[config.mk]
export PLATFORM = sky130hd
export DESIGN_NAME = k580vt57_dma
export DESIGN_NICKNAME = d
export VERILOG_FILES = /design/src/rtl/k580vt57_dma.sv
export SDC_FILE = /design/constraint.sdc
export NUM_CORES = 1
export LEC_CHECK = 0
export CAP_MARGIN = 40
export CORE_MARGIN = 8
export CORE_UTILIZATION = 24
export DETAILED_ROUTE_END_ITERATION = 6
export HOLD_SLACK_MARGIN = 0.03
export RECOVER_POWER = 50
export SYNTH_ARGS = -nofsm -noshare
export SYNTH_HDL_FRONTEND = slang
export SYNTH_SLANG_ARGS = --single-unit
[constraint.sdc]
create_clock -name clk -period 5.45 [get_ports clk]
set_clock_uncertainty 0.05 [all_clocks]
set_input_delay 1.635 -clock clk [delete_from_list [all_inputs] [get_ports clk]]
set_output_delay 1.635 -clock clk [all_outputs]
set_load 0.005 [all_outputs]
[src/rtl/k580vt57_dma.sv]
// i8257 / K580VT57-compatible 4-channel DMA controller with CPU register port and bus arbitration.
// Optional feature: define DMA_ROTATE_PRIO_EN to make mode[4] select rotating channel priority.
module k580vt57_dma #(
  parameter int WAIT_STATES = 0
) (
  input  logic        clk,
  input  logic        reset,
  input  logic        ce_dma,
  input  logic [3:0]  iaddr,
  input  logic [7:0]  idata,
  output logic [7:0]  odata,
  input  logic        iwe_n,
  input  logic        ird_n,
  input  logic [3:0]  drq,
  output logic [3:0]  dack,
  output logic        hrq,
  input  logic        hlda,
  output logic [15:0] oaddr,
  output logic        omemr,
  output logic        omemw,
  output logic        oior,
  output logic        oiow,
  output logic        tc
);

  typedef enum logic [2:0] {
    ST_IDLE,
    ST_SREQ,
    ST_S1,
    ST_S2,
    ST_S3
  } state_t;

  state_t      state;
  logic [15:0] addr    [4];
  logic [13:0] cnt     [4];
  logic [1:0]  mode_ch [4];
  logic [7:0]  mode;
  logic [3:0]  tc_flag;
  logic        update;
  logic        ff;
  logic [1:0]  ch;
  logic [2:0]  wait_cnt;
  logic        iwe_q;
  logic        ird_q;

  logic        we_edge;
  logic        rd_edge;
  logic [1:0]  reg_ch;
  logic [3:0]  req;
  logic [3:0]  ch_oh;
  logic [3:0]  tc_stop_mask;
  logic [3:0]  burst_req;
  logic [1:0]  prio_start;
  logic [1:0]  winner;
  logic        unused_bits;

  // Returns the first requesting channel at or after 'start', wrapping round.
  function automatic logic [1:0] pick(input logic [3:0] r, input logic [1:0] start);
    logic [1:0] idx;
    pick = start;
    for (int k = 3; k >= 0; k--) begin
      idx = start + 2'(k);
      if (r[idx]) pick = idx;
    end
  endfunction

  assign we_edge      = !iwe_n && iwe_q;
  assign rd_edge      = ird_n && !ird_q;
  assign reg_ch       = iaddr[2:1];
  assign req          = drq & mode[3:0];
  assign ch_oh        = 4'b0001 << ch;
  assign tc_stop_mask = (mode[6] && tc) ? ch_oh : 4'b0000;
  assign burst_req    = drq & mode[3:0] & ~tc_stop_mask;

`ifdef DMA_ROTATE_PRIO_EN
  // ch still holds the last-served channel, so starting one past it makes that channel lowest.
  assign prio_start  = mode[4] ? ch + 2'd1 : 2'd0;
  assign unused_bits = mode[5];
`else
  assign prio_start  = 2'd0;
  assign unused_bits = ^mode[5:4];
`endif

  assign winner = pick((state == ST_S3) ? burst_req : req, prio_start);

  always_comb begin
    odata = 8'h00;
    if (iaddr == 4'd8) begin
      odata = {3'b000, update, tc_flag};
    end else if (!iaddr[3]) begin
      if (!iaddr[0]) odata = ff ? addr[reg_ch][15:8] : addr[reg_ch][7:0];
      else           odata = ff ? {mode_ch[reg_ch], cnt[reg_ch][13:8]} : cnt[reg_ch][7:0];
    end
  end

  always_ff @(posedge clk) begin
    iwe_q  <= iwe_n;
    ird_q  <= ird_n;
    update <= 1'b0;
    if (reset) begin
      state    <= ST_IDLE;
      hrq      <= 1'b0;
      dack     <= 4'b0000;
      oaddr    <= 16'h0000;
      omemr    <= 1'b0;
      omemw    <= 1'b0;
      oior     <= 1'b0;
      oiow     <= 1'b0;
      tc       <= 1'b0;
      mode     <= 8'h00;
      tc_flag  <= 4'b0000;
      ff       <= 1'b0;
      ch       <= 2'd3;
      wait_cnt <= 3'd0;
      iwe_q    <= 1'b1;
      ird_q    <= 1'b1;
    end else begin
      if (ce_dma) begin
        case (state)
          ST_IDLE: begin
            if (|req) begin
              hrq   <= 1'b1;
              state <= ST_SREQ;
            end
          end
          ST_SREQ: begin
            if (!(|req)) begin
              hrq   <= 1'b0;
              state <= ST_IDLE;
            end else if (hlda) begin
              ch    <= winner;
              state <= ST_S1;
            end
          end
          ST_S1: begin
            oaddr    <= addr[ch];
            dack     <= ch_oh;
            wait_cnt <= 3'd0;
            state    <= ST_S2;
          end
          ST_S2: begin
            omemr <= (mode_ch[ch] == 2'b10);
            oiow  <= (mode_ch[ch] == 2'b10);
            omemw <= (mode_ch[ch] == 2'b01);
            oior  <= (mode_ch[ch] == 2'b01);
            tc    <= (cnt[ch] == 14'd0);
            if (wait_cnt == 3'(WAIT_STATES)) state <= ST_S3;
            else wait_cnt <= wait_cnt + 3'd1;
          end
          ST_S3: begin
            omemr    <= 1'b0;
            omemw    <= 1'b0;
            oior     <= 1'b0;
            oiow     <= 1'b0;
            tc       <= 1'b0;
            dack     <= 4'b0000;
            addr[ch] <= addr[ch] + 16'd1;
            cnt[ch]  <= cnt[ch] - 14'd1;
            if (tc) begin
              tc_flag[ch] <= 1'b1;
              mode[3:0]   <= mode[3:0] & ~tc_stop_mask;
              if (mode[7] && ch == 2'd2) begin
                addr[2]    <= addr[3];
                cnt[2]     <= cnt[3];
                mode_ch[2] <= mode_ch[3];
                update     <= 1'b1;
              end
            end
            if ((|burst_req) && hlda) begin
              ch    <= winner;
              state <= ST_S1;
            end else begin
              hrq   <= 1'b0;
              oaddr <= 16'h0000;
              state <= ST_IDLE;
            end
          end
          default: state <= ST_IDLE;
        endcase
      end

      // CPU accesses come after the FSM so a same-clock register write overrides the S3 update.
      if (we_edge) begin
        if (iaddr == 4'd8) begin
          mode <= idata;
          ff   <= 1'b0;
        end else if (!iaddr[3]) begin
          if (!iaddr[0]) begin
            if (ff) addr[reg_ch][15:8] <= idata;
            else    addr[reg_ch][7:0]  <= idata;
          end else begin
            if (ff) begin
              mode_ch[reg_ch]    <= idata[7:6];
              cnt[reg_ch][13:8]  <= idata[5:0];
            end else begin
              cnt[reg_ch][7:0]   <= idata;
            end
          end
          ff <= ~ff;
        end
      end

      if (rd_edge) begin
        if (iaddr == 4'd8)  tc_flag <= 4'b0000;
        else if (!iaddr[3]) ff      <= ~ff;
      end
    end
  end

endmodule

# Word level (Yosys, flattened, before mapping)
# Memories as Yosys holds them, arrays and structs flattened. A register that Yosys moved wholly into a read port is not among the register bits.
# Cells that the tools add are included.
[word_totals]
rom_bits = 0
latchBits = 0
ram_bits = 128
regBits = 48
memories = 3
out_inout_bits = 34
[classes]
n_addsub = 3
shift = 1
n_mul = 0
div = 0
order_cmp = 2
mux = 93
eq_ne = 17
n_reduce_logical = 26
n_bitwise = 6
[memory_table]
columns = ["memory", "words", "word_bits", "read_ports", "rd_ports_with_merged_regs", "write_ports", "line_no", "source"]
rows = [
  ["addr", 4, 16, 3, 1, 3, "35", "logic [15:0] addr [4];"],
  ["cnt", 4, 14, 3, 1, 3, "36", "logic [13:0] cnt [4];"],
  ["mode_ch", 4, 2, 3, 1, 2, "37", "logic [1:0] mode_ch [4];"],
]
[op_table]
columns = ["op", "n"]
rows = [
  ["two-way mux 4 bit", 12],
  ["two-way mux 1 bit", 46],
  ["two-way mux 8 bit", 5],
  ["case mux 16 bit (2 select lines)", 1],
  ["two-way mux 2 bit", 14],
  ["adder 16 x 1 -> 16 bit, second input constant", 1],
  ["two-way mux 16 bit", 1],
  ["two-way mux 3 bit", 5],
  ["case mux 3 bit (5 select lines)", 1],
  ["zero test 14 bit", 1],
  ["inequality test 2 bit, second input constant", 7],
  ["subtractor 14 x 1 -> 14 bit, second input constant", 1],
  ["bitwise AND 4 bit", 3],
  ["AND reduction 5 bit", 2],
  ["case mux 4 bit (2 select lines)", 1],
  ["nonzero test 2 bit", 4],
  ["OR reduction 4 bit", 2],
  ["== test 3 x 2 -> 1 bit, second input constant", 2],
  ["logical AND 1 bit", 6],
  ["zero test 3 bit", 2],
  ["case mux 1 bit (2 select lines)", 3],
  ["case mux 3 bit (2 select lines)", 1],
  ["AND reduction 2 bit", 3],
  ["AND reduction 3 bit", 2],
  ["20 further kinds", 22],
]

# Depth between registers and ports, before layout
# Gate-level depths: netlist (run 1).
[depth]
ltp_word = 14
mapped_depth = 9
mapped_depth_nobuf = 7

# Worst setup path before layout (run 1)
# OpenSTA, ideal clock, no wires.
[synth_path]
path_kind = "input -> output"
from = "input port iaddr[1]"
to = "output port odata[2]"
setup_slack_ns = 0.466
t_arrival_ns = 3.299
path_stages = 5
n_path_buf = 1
cell_sequence = "buf_1 mux4_2 mux4_2 inv_1 o21ai_0"
[synth_between]
elab_chain_len = 5
[synth_lines]
columns = ["item", "line_no", "source"]
rows = [
  ["from (decl)", "9", "input logic [3:0] iaddr,"],
  ["memory read (4 x 16 bit) / memory read (4 x 14 bit) (equally long branches)", "--", ""],
  ["two-way mux 8 bit (on tied branches)", "92, 93", ""],
  ["two-way mux 8 bit", "92", "if (!iaddr[0]) odata = ff ? addr[reg_ch][15:8] : addr[reg_ch][7:0];"],
  ["two-way mux 8 bit", "91", "end else if (!iaddr[3]) begin"],
  ["two-way mux 8 bit (*)", "89", "if (iaddr == 4'd8) begin"],
  ["to (decl)", "11", "output logic [7:0] odata,"],
]
# Mark *: on every way between the ends. The rest lies on a longest branch, timed or not.

# Worst setup path after layout (run 1)
[layout_path]
from = "input port iaddr[1]"
to = "output port odata[0]"
# The elaborated chain is that of the path after synthesis.

==> impl_metrics.py, run 1 <==
metrics = {
    "route": {
        "wire_per_inst_um": 21.7,
        "totalWireLength_um": 35400,
        "drt_iter0_drc": 1027,
        "postRouteAntennaNets": 0,
        "detail_route.first_pass.iterations": 7,
        "drc": 0,
        "vias": 8739,
        "via_per_inst": 5.35,
    },
    "critical_path": {
        "crit_fanout": 6,
        "r2r.worst_path.cells": 7,
        "reg2reg_to": "addr[3][14]$_DFFE_PP_",
        "regToRegSetupSlack_ps": 1960,
        "worstSetupPathType": "in2out",
        "cp-end-kind": "output port",
        "arrival_ps": 3690,
        "crit_required_ps": 3760,
        "critPathLaunchType": "primary input",
    },
    "synth": {
        "syn_nets": 1026,
        "avgSynthCellArea_um2": 10.5,
        "synth-edff-count": 128,
        "synth_seq_area_share_pct": 45.7,
        "synthFlopType": "edfxtp_1",
        "ys_types": 67,
        "synth_seq_cells": 176,
        "synthArstFlopShare_pct": 0,
        "netlist_area_um2": 10500,
        "yosysWarningCount": 0,
        "synth_cells": 1000,
    },
    "clocking": {
        "cts_tree": "done",
        "clk_pin_slew_worst_paths_ps": 70,
        "clk_path_buf_depth": 2,
        "worstSkewPairLatency_ps": 450,
        "post-cts-setup-buffers": 0,
        "hold_buffers": 0,
        "cts_buffers": 17,
        "htreeDepth": 4,
        "clkSinkCount": 176,
        "cts-root-buf": "clkbuf_16",
    },
    "timing": {
        "worstMarginPinSlew_ps": 1990,
        "period_needed_ps": 5370,
        "finalHoldViolCount": 0,
        "fin_setup_tns_ps": 0,
        "drv_slew": 45,
        "slew_headroom_pct": -32.7,
        "rsz0062_at_grt": "false",
        "period_share_pct": 98.6,
        "max_freq_mhz": 186,
        "setup_viol": 0,
    },
    "die": {
        "rows": 76,
        "die_height_um": 225,
        "initial_core_util_pct": 24.3,
        "core_area_um2": 43200,
        "dieWidth_um": 225,
        "die-area_um2": 50700,
        "boundaryPins": 56,
    },
    "place": {
        "routabilityCongestion": 0.928,
        "dp_hpwl_um": 26300,
        "dp_cells": 1599,
        "io_buffers": 55,
        "dpl_cell_area_um2": 11800,
    },
    "min_path": {
        "hold_path_class": "reg2reg",
        "min_path_cells": 2,
        "min_from": "mode[7]$_SDFFE_PP0P_",
        "min_to": "mode[7]$_SDFFE_PP0P_",
    },
    "global_routing": {
        "first_global_vias": 8491,
        "grt_max_degree": 45,
        "antenna_found_initial": 8,
        "grt_pass1_wl_um": 53900,
        "grt-ovfl-total": 0,
        "grt_util_all_layers_pct": 13.9,
    },
    "layout": {
        "mostFrequentLayoutCells": "129 x a21oi_1, 128 x edfxtp_1, 118 x nor2_1",
        "instances_no_fill": 1632,
        "utilization_pct": 28.7,
        "fin_area_um2": 12400,
        "layout_commonest_cell": "a21oi_1",
        "drive_above_1_share_pct": 14.8,
        "synthToLayoutAreaGrowth_pct": 17.8,
        "fin_nets": 1059,
    },
    "pwr": {
        "vdd_ir_drop_max_v": 0.000151,
        "p_per_area_nw_per_um2": 231,
        "leakagePower_uw": 0.00414,
    },
    "job": {
        "drv_cap": 1,
    },
    "outcome": {
        "violations": "capacitance limit, slew limit",
        "outcome": "finished, violations left",
    },
}
==> where the power goes <==
group          internal (µW)  total (µW)  switching, µW
sequential              1420        1430           7.49
combinational           76.0         166           90.2
clock                    699        1260            564
total                   2200        2860            662
==> routing by layer <==
layer / track usage (%) / part of all wire (%) / up-vias
met2: 22.5 / 47 / 497
li1: - / - / 3873
met3: 3.32 / 9.8 / 99
met1: 17.5 / 39 / 4256
met5: 0 / 0.25 / -
met4: 6.08 / 4.3 / 14
==> how the worst max path moves through the flow <==
stage             start       end  slack (ps)  cells after the start
3_5_place_dp   iaddr[1]  odata[0]          60                      7
2_1_floorplan  iaddr[1]  odata[2]         470                      5
3_3_place_gp   iaddr[1]  odata[2]          70                      7
6_report       iaddr[1]  odata[0]          80                      7
5_1_grt        iaddr[1]  odata[2]           4                      7
4_1_cts        iaddr[1]  odata[0]          70                      7
==> flip-flops by register name, indices dropped and copies added (netlist names), 2 cells and up, named ones only <==
register and cells:
state 3, addr 64, ch 2, oaddr 16
mode 6, mode_ch 8, cnt 56, wait_cnt 3
dack 4, tc_flag 4
==> synth_stat cells, drive strengths merged (5+ instances only) <==
cell | instances | area, µm²
mux4 | 71 | 1600
xnor2 | 22 | 193
nand2b | 6 | 37.5
dfxtp | 48 | 961
nor3 | 26 | 145
mux2i | 10 | 100
nor2 | 118 | 443
a21oi | 129 | 646
nor2b | 10 | 62.6
o21ai | 29 | 145
xor2 | 5 | 43.8
edfxtp | 128 | 3840
o211ai | 42 | 315
nand3 | 35 | 175
and3 | 12 | 75.1
or3 | 9 | 56.3
nand4 | 10 | 62.6
a31oi | 14 | 87.6
nor4 | 11 | 83.8
nor3b | 8 | 60.1
nand2 | 82 | 308
or4 | 5 | 45.0
inv | 23 | 86.3
buf | 16 | 97.6
clkbuf | 67 | 253
and2 | 6 | 37.5
==> kinds of logic (layout without fill, tap and decap cells) <==
family / after synthesis / count (layout) / share of synthesized area [%]
simple gates: 359 / 359 / 17.2
compound gates: 243 / 243 / 13.6
flops: 176 / 176 / 45.7
buf+inv: 106 / 152 / 4.15
mux: 85 / 85 / 16.6
xor+xnor: 27 / 27 / 2.25
fa+ha+maj: 4 / 4 / 0.476
other cells: 0 / 1 / 0
==> critical path, cell delays in order <==
cell	delay (ps)
buf_2	190
buf_6	170
mux4_2	510
mux4_2	520
inv_1	70
o21ai_0	90
clkdlybuf4s50_1	480
==> through the flow <==
| stage | worst slack (ps) | total power, µW | hold slack [ps] |
|---|---|---|---|
| 2_1_floorplan | 466 | 1550 | 376 |
| 3_3_place_gp | 69.0 | 1620 | 418 |
| 3_5_place_dp | 60.2 | 1630 | 418 |
| 4_1_cts | 65.0 | 2870 | 429 |
| 5_1_grt | 3.83 | 2930 | 465 |
| 6_report | 75.7 | 2860 | 425 |
==> what timing repair did <==
| action | CTS | global route |
|---|---|---|
| setup endpoints to repair | 0 | 1 |
| resized for setup | 0 | 3 |
| endpoints found under the hold margin | 0 | 0 |
==> layout make-up <==
type | count | area, µm²
Sequential cell | 176 | 4810
Clock buffer | 21 | 504
Fill cell | 4490 | 30800
Timing Repair Buffer | 97 | 855
Inverter | 23 | 86.3
Antenna cell | 1 | 2.50
Tap cell | 585 | 732
Clock inverter | 11 | 100
Multi-Input combinational cell | 718 | 5290
No activity file was read; power rests on OpenSTA's default activity.
==> run 2: changes to the inputs <==
CORE_UTILIZATION = 30   (was 24)
SETUP_SLACK_MARGIN = 0.5   (was not set)
==> run 2 against run 1 <==
Compared with the run above:
- the flow still finishes with violations (capacitance limit, slew limit)
- first-iteration DRC count decreased by 7.4%
- combinational power rose by 15%
- final cell count fell by 7.3%
- clock power about the same
- critical path type unchanged
- critical endpoint unchanged
- largest cell class unchanged
==> impl_metrics.py, run 2 (synthesis results as in run 1) <==
metrics = {
    "pwr": {
        "combPwrFrac_pct": 6.6,
        "p_sw_uw": 747,
        "power_frac_seq_pct": 49.7,
        "vdd_ir_drop_max_v": 0.000165,
        "swShare_pct": 25.9,
        "leakagePower_uw": 0.00426,
        "power_frac_clock_pct": 43.6,
        "p_per_area_nw_per_um2": 232,
        "power.internal_uw": 2130,
    },
    "layout": {
        "synthToLayoutAreaGrowth_pct": 18.2,
        "instances_no_fill": 1513,
        "drive_above_1_share_pct": 17.2,
        "largest_reg_flops": 64,
        "top_regs": "addr: 64 flops, cnt: 56 flops, oaddr: 16 flops",
        "mostFrequentLayoutCells": "128 x a21oi_1, 128 x edfxtp_1, 118 x nor2_1",
        "largest_register": "addr",
        "fin_nets": 1070,
    },
    "route": {
        "totalWireLength_um": 34900,
        "drc": 0,
        "via_per_inst": 5.77,
        "vias": 8736,
        "wire_per_inst_um": 23.1,
        "drt_iter0_drc": 951,
        "postRouteAntennaNets": 0,
        "detail_route.first_pass.iterations": 5,
    },
    "place": {
        "dp_cells": 1469,
        "io_buffers": 55,
        "routabilityCongestion": 0.931,
        "dp_hpwl_um": 25600,
    },
    "clocking": {
        "cts_tree": "done",
        "htreeDepth": 4,
        "worstSkewPairLatency_ps": 450,
        "clk_path_buf_depth": 2,
        "clkSinkCount": 176,
        "clk_pin_slew_worst_paths_ps": 80,
        "cts_buffers": 17,
        "cts-root-buf": "clkbuf_16",
    },
    "critical_path": {
        "crit_required_ps": 3760,
        "arrival_ps": 3310,
        "worstSetupPathType": "in2out",
        "cp_top_family": "buffers and inverters",
        "crit_fanout": 10,
        "crit_chain": "dlygate4sd3_1, clkbuf_1, o21ai_0, buf_2",
        "cp-end-kind": "output port",
        "crit_slowest_cell": "dlygate4sd3_1",
        "critPathLaunchType": "primary input",
        "crit_path_start": "iaddr[3]",
        "worst_path_largest_cell_delay_ps": 810,
        "timing.critical_path.buf_inv": 3,
    },
    "min_path": {
        "hold_path_class": "reg2reg",
        "min_from": "tc_flag[2]$_SDFF_PP0_",
    },
    "die": {
        "initial_core_util_pct": 30.4,
        "die_height_um": 203,
        "die-area_um2": 41300,
        "dieWidth_um": 203,
        "boundaryPins": 56,
        "core_area_um2": 34500,
        "rows": 68,
    },
    "timing": {
        "slew_headroom_pct": -26.2,
        "worstMarginPinSlew_ps": 1890,
        "setup_viol": 0,
        "drv_slew": 44,
        "max_freq_mhz": 200,
        "rsz0062_at_grt": "true",
        "finalHoldViolCount": 0,
        "fin_setup_tns_ps": 0,
        "period_share_pct": 91.7,
        "period_needed_ps": 5000,
    },
    "outcome": {
        "violations": "capacitance limit, slew limit",
        "outcome": "finished, violations left",
    },
    "global_routing": {
        "first_global_vias": 8379,
        "grt-ovfl-total": 0,
        "grt_max_degree": 44,
        "grt_util_all_layers_pct": 16.8,
        "antenna_found_initial": 1,
        "grt_pass1_wl_um": 53300,
    },
    "job": {
        "drv_cap": 1,
    },
}
-- run 2: changes by cell type in the layout (fill, tap and decap cells not counted), moves of 4 or more --
cell	change
buf_12	+8
clkdlybuf4s50_1	-9
buf_4	+6
clkinv_8	+5
o21ai_0	-4
-- run 2: area by class of cell --
cell class | count | area [µm²]
clock buffers | 17 | 425
flip-flops and latches | 176 | 4810
inverters | 23 | 86.3
repair buffers | 108 | 1050
multi-input cells | 718 | 5310
diodes | 1 | 2.50
clock inverters | 15 | 169
fillers | 3456 | 22100
well taps | 455 | 569
-- run 2: power by group through the flow --
stage	clock, µW	combinational, µW	sequential (µW)
after CTS	1260	190	1430
final	1260	191	1430
after floorplan	0	96.4	1460
after global placement	0	166	1460
after detailed placement	0	175	1460
after global routing	1310	201	1430
-- run 2: repair_timing --
item	4_1_cts	5_1_grt
gates resized for setup	44	8
pin swaps	1	0
setup endpoints to repair	8	8
buffers inserted	9	0
hold buffers	0	0
cloned	2	0
-- run 2: final timing paths --
check	end	slack, ps	cells past startpoint
setup / recovery	odata[0]	450	4
hold / removal	tc_flag[2]$_SDFF_PP0_	410	2
setup reg to reg	addr[0][14]$_DFFE_PP_	2230	7
hold reg to reg	tc_flag[2]$_SDFF_PP0_	410	2
-- run 2: metrics by stage --
stage	hold WS [ps]	instance area [µm²]	power (µW)	util [%]	setup slack, ps
6_report	411	12400	2880	36.0	452
5_1_grt	447	12400	2940	36.0	277
4_1_cts	415	12500	2880	36.1	456
3_5_place_dp	401	11700	1640	33.9	6.15
3_3_place_gp	397	11600	1630	33.7	56.1
2_1_floorplan	376	10500	1550	-	540
-- run 2: per-layer routing --
| metal | share of wire (%) | routed length [µm] | vias up | GRT usage [%] |
|---|---|---|---|---|
| met1 | 42 | 14700 | 4265 | 22.7 |
| li1 | - | - | 3905 | - |
| met4 | 3.7 | 1300 | 0 | 6.32 |
| met5 | 0 | 0 | - | 0 |
| met2 | 45 | 15700 | 489 | 25.8 |
| met3 | 9.4 | 3290 | 77 | 3.97 |
-- run 2: worst min-delay path, delay by kind of cell (launching register included) --
kind	cells	cell delay (ps)
buf+inv	1	50
flops	1	320
compound gates	1	50
==> run 3: changes to the inputs <==
ABC_CLOCK_PERIOD_IN_PS = 5450   (was not set)
==> results of run 3 <==
Same layout as run 2: the final DEF is identical, and so are final timing and power.
